--- src/rtl/core_pkg.sv ---
// Shared core-wide widths, reset constants and the fetch-buffer entry type.
package core_pkg;

    localparam int unsigned ADDR_WIDTH  = 32'd32;
    localparam int unsigned INSTR_WIDTH = 32'd32;
    localparam int unsigned ENTRY_WIDTH = ADDR_WIDTH + INSTR_WIDTH;

    localparam logic [ADDR_WIDTH-1:0] DEFAULT_RESET_PC = 32'h0000_0000;

    // One buffered instruction together with the PC it was fetched from.
    typedef struct packed {
        logic [ADDR_WIDTH-1:0]  pc;
        logic [INSTR_WIDTH-1:0] instr;
    } fetch_entry_t;

    // Sequential fetch advances one 4-byte instruction; wraps at the top of the address space.
    function automatic logic [ADDR_WIDTH-1:0] next_seq_pc(input logic [ADDR_WIDTH-1:0] pc);
        return pc + ADDR_WIDTH'(32'd4);
    endfunction

endpackage

--- src/rtl/core_fetch_buffer_chk.sv ---
// Protocol checker: the credit scheme must never let a response meet a full buffer.
module core_fetch_buffer_chk (
    input logic clk,
    input logic rst,
    input logic resp_valid,
    input logic full
);

    property p_no_resp_when_full;
        @(posedge clk) disable iff (!rst) !(resp_valid && full);
    endproperty

    a_no_resp_when_full: assert property (p_no_resp_when_full);

endmodule

--- src/rtl/core_fifo_sync.sv ---
// Single-clock circular FIFO with push/pop/clear and occupancy outputs.
// The head word reads as zero whenever the FIFO is empty.
module core_fifo_sync #(
    parameter int unsigned DEPTH = 32'd4,
    parameter int unsigned WIDTH = 32'd64
) (
    input  logic                    clk,
    input  logic                    rst_n,
    input  logic                    push,
    input  logic                    pop,
    input  logic                    clear,
    input  logic [WIDTH-1:0]        wr_data,
    output logic [WIDTH-1:0]        rd_data,
    output logic [$clog2(DEPTH):0]  count,
    output logic                    full,
    output logic                    empty
);

    localparam int unsigned PW = $clog2(DEPTH);

    typedef logic [PW-1:0] ptr_t;
    typedef logic [PW:0]   cnt_t;

    logic [WIDTH-1:0] mem_r [DEPTH];
    ptr_t             wr_ptr_r;
    ptr_t             rd_ptr_r;
    cnt_t             count_r;
    logic             push_s;
    logic             pop_s;

    assign full    = (count_r == cnt_t'(DEPTH));
    assign empty   = (count_r == cnt_t'(1'b0));
    // A push into a full FIFO is dropped; clear overrides both push and pop.
    assign push_s  = push & ~full & ~clear;
    assign pop_s   = pop & ~empty & ~clear;
    assign count   = count_r;
    assign rd_data = empty ? WIDTH'(1'b0) : mem_r[rd_ptr_r];

    // Pointer and occupancy bookkeeping; clear drops everything held
    always_ff @(posedge clk or negedge rst_n) begin
        if (!rst_n) begin
            wr_ptr_r <= ptr_t'(1'b0);
            rd_ptr_r <= ptr_t'(1'b0);
            count_r  <= cnt_t'(1'b0);
        end else if (clear) begin
            rd_ptr_r <= wr_ptr_r;
            count_r  <= cnt_t'(1'b0);
        end else begin
            if (push_s) begin
                wr_ptr_r <= wr_ptr_r + ptr_t'(1'b1);
            end
            if (pop_s) begin
                rd_ptr_r <= rd_ptr_r + ptr_t'(1'b1);
            end
            count_r <= count_r + cnt_t'(push_s) - cnt_t'(pop_s);
        end
    end

    // Entry storage; contents beyond the pointers are never observed
    always_ff @(posedge clk) begin
        if (push_s) begin
            mem_r[wr_ptr_r] <= wr_data;
        end
    end

endmodule

--- src/rtl/core_fetch_buffer.sv ---
// Fetch-to-decode instruction buffer. Tags responses with sequential PCs,
// throttles fetch with credits, and drops stale responses after a redirect.
module core_fetch_buffer
    import core_pkg::*;
#(
    parameter int unsigned           DEPTH           = 32'd4,
    parameter int unsigned           MAX_OUTSTANDING = 32'd4,
    parameter logic [ADDR_WIDTH-1:0] RESET_PC        = DEFAULT_RESET_PC
) (
    input  logic                   clk,
    input  logic                   rst,
    input  logic                   req_fire,
    input  logic                   resp_valid,
    input  logic [INSTR_WIDTH-1:0] resp_instr,
    input  logic                   flush,
    input  logic [ADDR_WIDTH-1:0]  flush_pc,
    output logic                   fetch_stall,
    output logic                   dec_valid,
    input  logic                   dec_ready,
    output logic [INSTR_WIDTH-1:0] dec_instr,
    output logic [ADDR_WIDTH-1:0]  dec_pc,
    output logic                   empty
);

    localparam int unsigned CW = $clog2(DEPTH) + 1;
    localparam int unsigned OW = $clog2(MAX_OUTSTANDING) + 1;
    localparam int unsigned SW = ((CW > OW) ? CW : OW) + 2;

    typedef logic [OW-1:0] out_t;
    typedef logic [SW-1:0] sum_t;

    out_t                  outstanding_r;
    out_t                  discard_r;
    out_t                  outstanding_next_s;
    logic [ADDR_WIDTH-1:0] next_pc_r;
    logic [CW-1:0]         count_s;
    logic                  full_s;
    logic                  empty_s;
    logic                  push_s;
    logic                  pop_s;
    logic [ENTRY_WIDTH-1:0] rd_data_s;
    fetch_entry_t          wr_entry_s;
    fetch_entry_t          rd_entry_s;
    sum_t                  credit_sum_s;

    // Responses still owed to the old path are swallowed instead of pushed.
    assign push_s     = resp_valid & (discard_r == out_t'(1'b0)) & ~flush;
    assign pop_s      = ~empty_s & dec_ready & ~flush;
    assign wr_entry_s = '{pc: next_pc_r, instr: resp_instr};
    assign rd_entry_s = fetch_entry_t'(rd_data_s);

    assign outstanding_next_s = outstanding_r + out_t'(req_fire) - out_t'(resp_valid);

    // Every slot that is filled, promised or owed to a discard counts against DEPTH.
    assign credit_sum_s = sum_t'(count_s) + sum_t'(outstanding_r) + sum_t'(discard_r);
    assign fetch_stall  = (credit_sum_s >= sum_t'(DEPTH)) |
                          (outstanding_r >= out_t'(MAX_OUTSTANDING));

    assign dec_valid = ~empty_s;
    assign empty     = empty_s;
    assign dec_instr = rd_entry_s.instr;
    assign dec_pc    = rd_entry_s.pc;

    core_fifo_sync #(
        .DEPTH (DEPTH),
        .WIDTH (ENTRY_WIDTH)
    ) u_fifo (
        .clk     (clk),
        .rst_n   (rst),
        .push    (push_s),
        .pop     (pop_s),
        .clear   (flush),
        .wr_data (wr_entry_s),
        .rd_data (rd_data_s),
        .count   (count_s),
        .full    (full_s),
        .empty   (empty_s)
    );

    core_fetch_buffer_chk u_chk (
        .clk        (clk),
        .rst        (rst),
        .resp_valid (resp_valid),
        .full       (full_s)
    );

    // In-flight request count, post-redirect discard credit and next PC tag
    always_ff @(posedge clk or negedge rst) begin
        if (!rst) begin
            outstanding_r <= out_t'(1'b0);
            discard_r     <= out_t'(1'b0);
            next_pc_r     <= RESET_PC;
        end else begin
            outstanding_r <= outstanding_next_s;
            if (flush) begin
                // Everything in flight after this edge, including a request
                // fired this cycle, belongs to the abandoned path.
                discard_r <= outstanding_next_s;
                next_pc_r <= flush_pc;
            end else if (resp_valid) begin
                if (discard_r != out_t'(1'b0)) begin
                    discard_r <= discard_r - out_t'(1'b1);
                end else begin
                    next_pc_r <= next_seq_pc(next_pc_r);
                end
            end
        end
    end

endmodule

--- config.mk ---
export PLATFORM = sky130hd
export DESIGN_NAME = core_fetch_buffer
export DESIGN_NICKNAME = d
export VERILOG_FILES = /design/src/rtl/core_pkg.sv /design/src/rtl/core_fetch_buffer_chk.sv /design/src/rtl/core_fifo_sync.sv /design/src/rtl/core_fetch_buffer.sv
export SDC_FILE = /design/constraint.sdc
export NUM_CORES = 1
export LEC_CHECK = 0
export ABC_AREA = 1
export CAP_MARGIN = 20
export CELL_PAD_IN_SITES_DETAIL_PLACEMENT = 1
export CELL_PAD_IN_SITES_GLOBAL_PLACEMENT = 2
export CORE_MARGIN = 2
export CORE_UTILIZATION = 40
export CTS_CLUSTER_SIZE = 24
export DETAILED_ROUTE_END_ITERATION = 10
export PLACE_DENSITY = 0.94
export SYNTH_ARGS = -nofsm -noshare
export SYNTH_HDL_FRONTEND = slang
export SYNTH_SLANG_ARGS = --single-unit
--- constraint.sdc ---
create_clock -name clk -period 9.4 [get_ports clk]
set_clock_uncertainty 0.15 [all_clocks]
set_input_delay 0.94 -clock clk [delete_from_list [all_inputs] [get_ports clk]]
set_output_delay 0.94 -clock clk [all_outputs]
set_load 0.05 [all_outputs]
======== Yosys cells after proc, flatten, opt, wreduce, memory -nomap -nowiden ========
Memories as Yosys holds them, arrays and structs flattened.
Index checks and enable logic that the tools add are counted.
word-level totals
  word-level logic and storage cells ...... 54
  memories ................................ 1
  flip-flop bits (word level) ............. 45
  bits of input ports ..................... 70
  RAM bits ................................ 256
memories
  name          words  bits a word  read ports  clocked after Yosys merged registers in  write ports  line                  RTL
  u_fifo.mem_r  4      64           1           0                                        1            core_fifo_sync.sv:24  logic [WIDTH-1:0] mem_r [DEPTH];
cells by class
  reductions and logical operators ........ 9
  add/sub/neg operators ................... 10
  equal/unequal tests ..................... 2
  magnitude comparators ................... 2
  bitwise gates (word level) .............. 12
  multiplexer cells ....................... 12
operators by type and width
  cell                                                               number
  two-way mux 32 bit                                                 3
  two-way mux 64 bit                                                 1
  adder 32 x 3 -> 32 bit, second input constant                      1
  two-way mux 3 bit                                                  4
  AND 1 bit                                                          8
  adder 3 x 1 -> 3 bit                                               2
  logical NOT 3 bit                                                  2
  AND reduction 2 bit                                                3
  nonzero test 2 bit                                                 3
  subtractor 3 x 1 -> 3 bit                                          2
  adder 4 x 3 -> 5 bit                                               1
  greater-or-equal comparator 5 x 3 -> 1 bit, second input constant  1
  adder 2 x 1 -> 2 bit, second input constant                        2
  adder 3 x 3 -> 4 bit                                               1
  two-way mux 2 bit                                                  2
  equality test 3 bit, second input constant                         1
  greater-or-equal comparator 3 bit, second input constant           1
  NOT 1 bit                                                          3
  nonzero test 3 bit                                                 1
  subtractor 3 x 1 -> 3 bit, second input constant                   1
  two-way mux 1 bit                                                  2
  != test 2 bit, second input constant                               1
  bitwise OR 1 bit                                                   1

======== Depth between registers and ports, before layout ========
  depth in word-level cells ............... 8
  depth in mapped cells ................... 13

======== Cells and area by module ========
Synthesis repeated with hierarchy kept, for this count alone.
unflattened totals
  cell total of the unflattened synthesis .. 1417
  area total of the unflattened synthesis .. 13898.3 µm²
by module, submodules not included
  module             cells each  instances  area an instance (µm²)
  core_fifo_sync     1015        1          11061.9
  core_fetch_buffer  402         1          2836.5

======== Worst setup path after synthesis ========
OpenSTA, ideal clock, no wires.
  path type ............................... input to register
  from .................................... input port flush
  to ...................................... memory u_fifo.mem_r[0][0] (netlist bit) (enable)
  path buffers ............................ 1
  required time ........................... 8.764 ns
  arrival ................................. 4.079 ns
  cell stages on the path ................. 4
  path slack .............................. 4.684 ns
  path through ............................ buf_4 -> nor2_8 -> o31ai_2 -> nor2_1
between the ends
  word-level cells in the longest chain between the ends .. 6
ends and longest elaborated chain
  element                                      line                     RTL
  start: declaration                           core_fetch_buffer.sv:15  input logic flush,
  NOT 1 bit (no source line) (*)               --
  AND 1 bit                                    core_fetch_buffer.sv:47  assign push_s = resp_valid & (discard_r == out_t'(1'b0)) & ~flush;
  AND 1 bit                                    core_fifo_sync.sv:34     assign push_s = push & ~full & ~clear;
  AND 1 bit (*)                                core_fifo_sync.sv:34
  two-way mux 1 bit (*)                        core_fifo_sync.sv:61     if (push_s) begin
  two-way mux 1 bit (not written as such) (*)  core_fifo_sync.sv:62     mem_r[wr_ptr_r] <= wr_data;
  end: declaration                             core_fifo_sync.sv:24
Every way passes the cells marked *; elsewhere a longest branch is shown, timed or not.

======== Worst setup path after layout ========
  from .................................... register u_fifo.rd_ptr_r[0]
  to ...................................... output port dec_instr[1]
between the ends
  word-level cells in the longest chain between the ends .. 2
ends and longest elaborated chain
  element                   line                     RTL
  start: declaration        core_fifo_sync.sv:26     ptr_t rd_ptr_r;
  start signal: assignment  core_fifo_sync.sv:43     rd_ptr_r <= ptr_t'(1'b0);
  start signal: assignment  core_fifo_sync.sv:46     rd_ptr_r <= wr_ptr_r;
  start signal: assignment  core_fifo_sync.sv:53     rd_ptr_r <= rd_ptr_r + ptr_t'(1'b1);
  memory (4 x 64 bit)       --
  two-way mux 64 bit        core_fifo_sync.sv:37     assign rd_data = empty ? WIDTH'(1'b0) : mem_r[rd_ptr_r];
  end: declaration          core_fetch_buffer.sv:20  output logic [INSTR_WIDTH-1:0] dec_instr,
Every way passes these cells.

==> metrics <==
First-pass DRT Iterations 7; Worst setup SP type flop; largest net degree at the start of global routing 93; Post-DP Area between 10000 and 15000 um2; Reg clk slew, reported paths 0.06 ns; Worst EP required 8.31 ns; clock root buffer master clkbuf_16; fin nets between 1000 and 1500; CTS Buffer Depth 3; top cells by count, synth 311 x nor2_1, 256 x edfxtp_1, 148 x o21ai_0; die area 34300 um2; Rows 66; # diodes 0; Mean Syn Cell Area between 10 and 15 um2; Syn Inst Count 1209; VDD IR max 0.216 mV; initial antenna violation count 0; Yosys top cell area share around three fifths; layout cells sized above 1 under 10%; Die Span Y 185 um; largest area contributor in the netlist edfxtp_1; crit path capture type output pin; Netlist Area Pre-Place between 10000 and 15000 um2; CORE AREA between 30000 and 40000 um2; Hold Buf Count CTS 0; hold slack about 0.38 ns; post-CTS setup repair buffer count 0; CTS Buf Count 34; Setup violations, final 0; placed cell count approximately 1700; vias in the first global route roughly 10000; H-tree levels 2; DR WL/cell 19.6 um; # clock sinks about 300; first-pass GRT wire length 54900 um; Syn Nets between 1000 and 1500; Post-Layout Cell Count approximately 1800; die extent in x between 150 and 200 um; Routed Antenna Nets 0; DR DRC count 0; power density cells roughly 330 nW/um2; setup TNS 0 ns; synthesis warning total 0; cell area after layout roughly 16000 um2; I/O pin count approximately 140; post-cts gate resize count 0; crit path kind flop to output pin; number of synthesized flops with an enable pin ~260; DR vias/cell about 5.2; Unique masters post-synth 36; gr ovfl total 0; Via Count 9305; Worst Path Max Fanout 92; RSZ-0062 raised after global routing no; overall power 5.21 mW; clock latency on the worst-skew pair just over 0.5 ns; Async S/R FF share, synth between 10% and 20%; PortBufs roughly 140; status finished clean; area delta synth->final 21.7%; relative slew slack a little under 30%; post-synthesis sequential area ratio 67.1%; final hold violation count 0; HPWL Detailed between 20000 and 25000 um; #FFs+latches synth ~300; Lkg Pwr 5.73 nW; Post-Route WL roughly 35000 um; Synth Flop Type edfxtp_1; Least-Margin Pin Slew 1.06 ns; Final min period 4.93 ns; Final Cycle Share 52.4%; total track usage a little over a fifth; CTS tree done; ranking of synthesized cells by area edfxtp_1 59%, nor2_1 8.9%, dfrtp_1 8.6%; Fmax 203 MHz; top-count cell post-synth nor2_1; Initial DRC Count 627; Data arrival, critical path around 3.8 ns; GP Congestion about 0.8; fin. max-slew vios 0; Max Cap Viol 0; Initial Utilization between 40% and 50%; HP Class input pin to asynchronous set/reset pin
where the power goes:
part	internal (mW)	switching, mW
Combinational	0.645	1.55
Sequential	1.57	0.148
Clock	0.780	0.511
Total	3.00	2.21
critical path: stages, from the launching register on:
cell and delay (ns):
dfrtp_4 0.73, clkinv_2 0.46, buf_4 0.75, o21ai_0 0.21, a21oi_1 0.30, clkdlybuf4s50_1 0.86
path summary, 6_finish.rpt:
check                              startpoint                   to  slack, ns  cells after the start
setup / recovery           u_fifo.rd_ptr_r[0]         dec_instr[1]       4.47                      5
hold / removal                            rst        next_pc_r[22]       0.38                      2
setup reg to reg                 discard_r[0]   u_fifo.mem_r[1][1]       5.98                      7
hold reg to reg                  next_pc_r[1]  u_fifo.mem_r[2][33]       0.42                      0
max in group asynchronous                 rst   u_fifo.rd_ptr_r[0]       8.18                      2
min in group clk                 next_pc_r[1]  u_fifo.mem_r[2][33]       0.42                      0
metrics by stage:
| step | utilization (%) | setup WS (ns) |
|---|---|---|
| after floorplan | - | 4.68 |
| after global placement | 45.8 | 4.99 |
| after detailed placement | 45.8 | 4.94 |
| after CTS | 49.2 | 4.41 |
| after global routing | 49.2 | 4.22 |
| final | 49.2 | 4.47 |
cells by family after synthesis:
kind of cell | share of synthesized area [%]
compound gates | 9.76
xor+xnor | 0.867
buf+inv | 4.12
fa+ha+maj | 2.15
simple gates | 16.0
flops | 67.1
registers in the layout, indices dropped and copies added, names as in the netlist:
register and flops:
u_fifo.rd_ptr_r 2, discard_r 3, next_pc_r 32, u_fifo.wr_ptr_r 2
u_fifo.count 3, u_fifo.mem_r 256, outstanding_r 3
cell type report:
cell class	instances	area (um2)
repair buffers	148	1460
clock buffers	50	985
multi-input cells	782	3810
inverters	66	249
flip-flops and latches	301	8820
fillers	3464	16500
clock inverters	12	100
well taps	442	553
cells in the final DEF (no fill, tap or decap), types with 7 or more instances in the layout:
cell             count
nor2_4              11
o211ai_1             9
buf_4               11
edfxtp_1           256
o21bai_1             7
o21ai_0            148
clkdlybuf4s50_1    135
dfrtp_1             43
inv_1               61
ha_1                13
nand2_1            133
nand3_1             35
clkinv_1             8
clkbuf_16           37
a21oi_1             74
xor2_1              10
nor2_1             306
clkbuf_1            12
layer usage:
layer,share of wire (%),global-route usage (%),vias to the layer above,routed length (um)
met2,49,36.8,227,17300
met1,44,27.0,4662,15600
met5,0,0,-,0
met3,4.6,3.11,45,1610
met4,1.9,5.40,0,673
li1,-,-,4371,-
No activity file was read; power rests on OpenSTA's default activity.
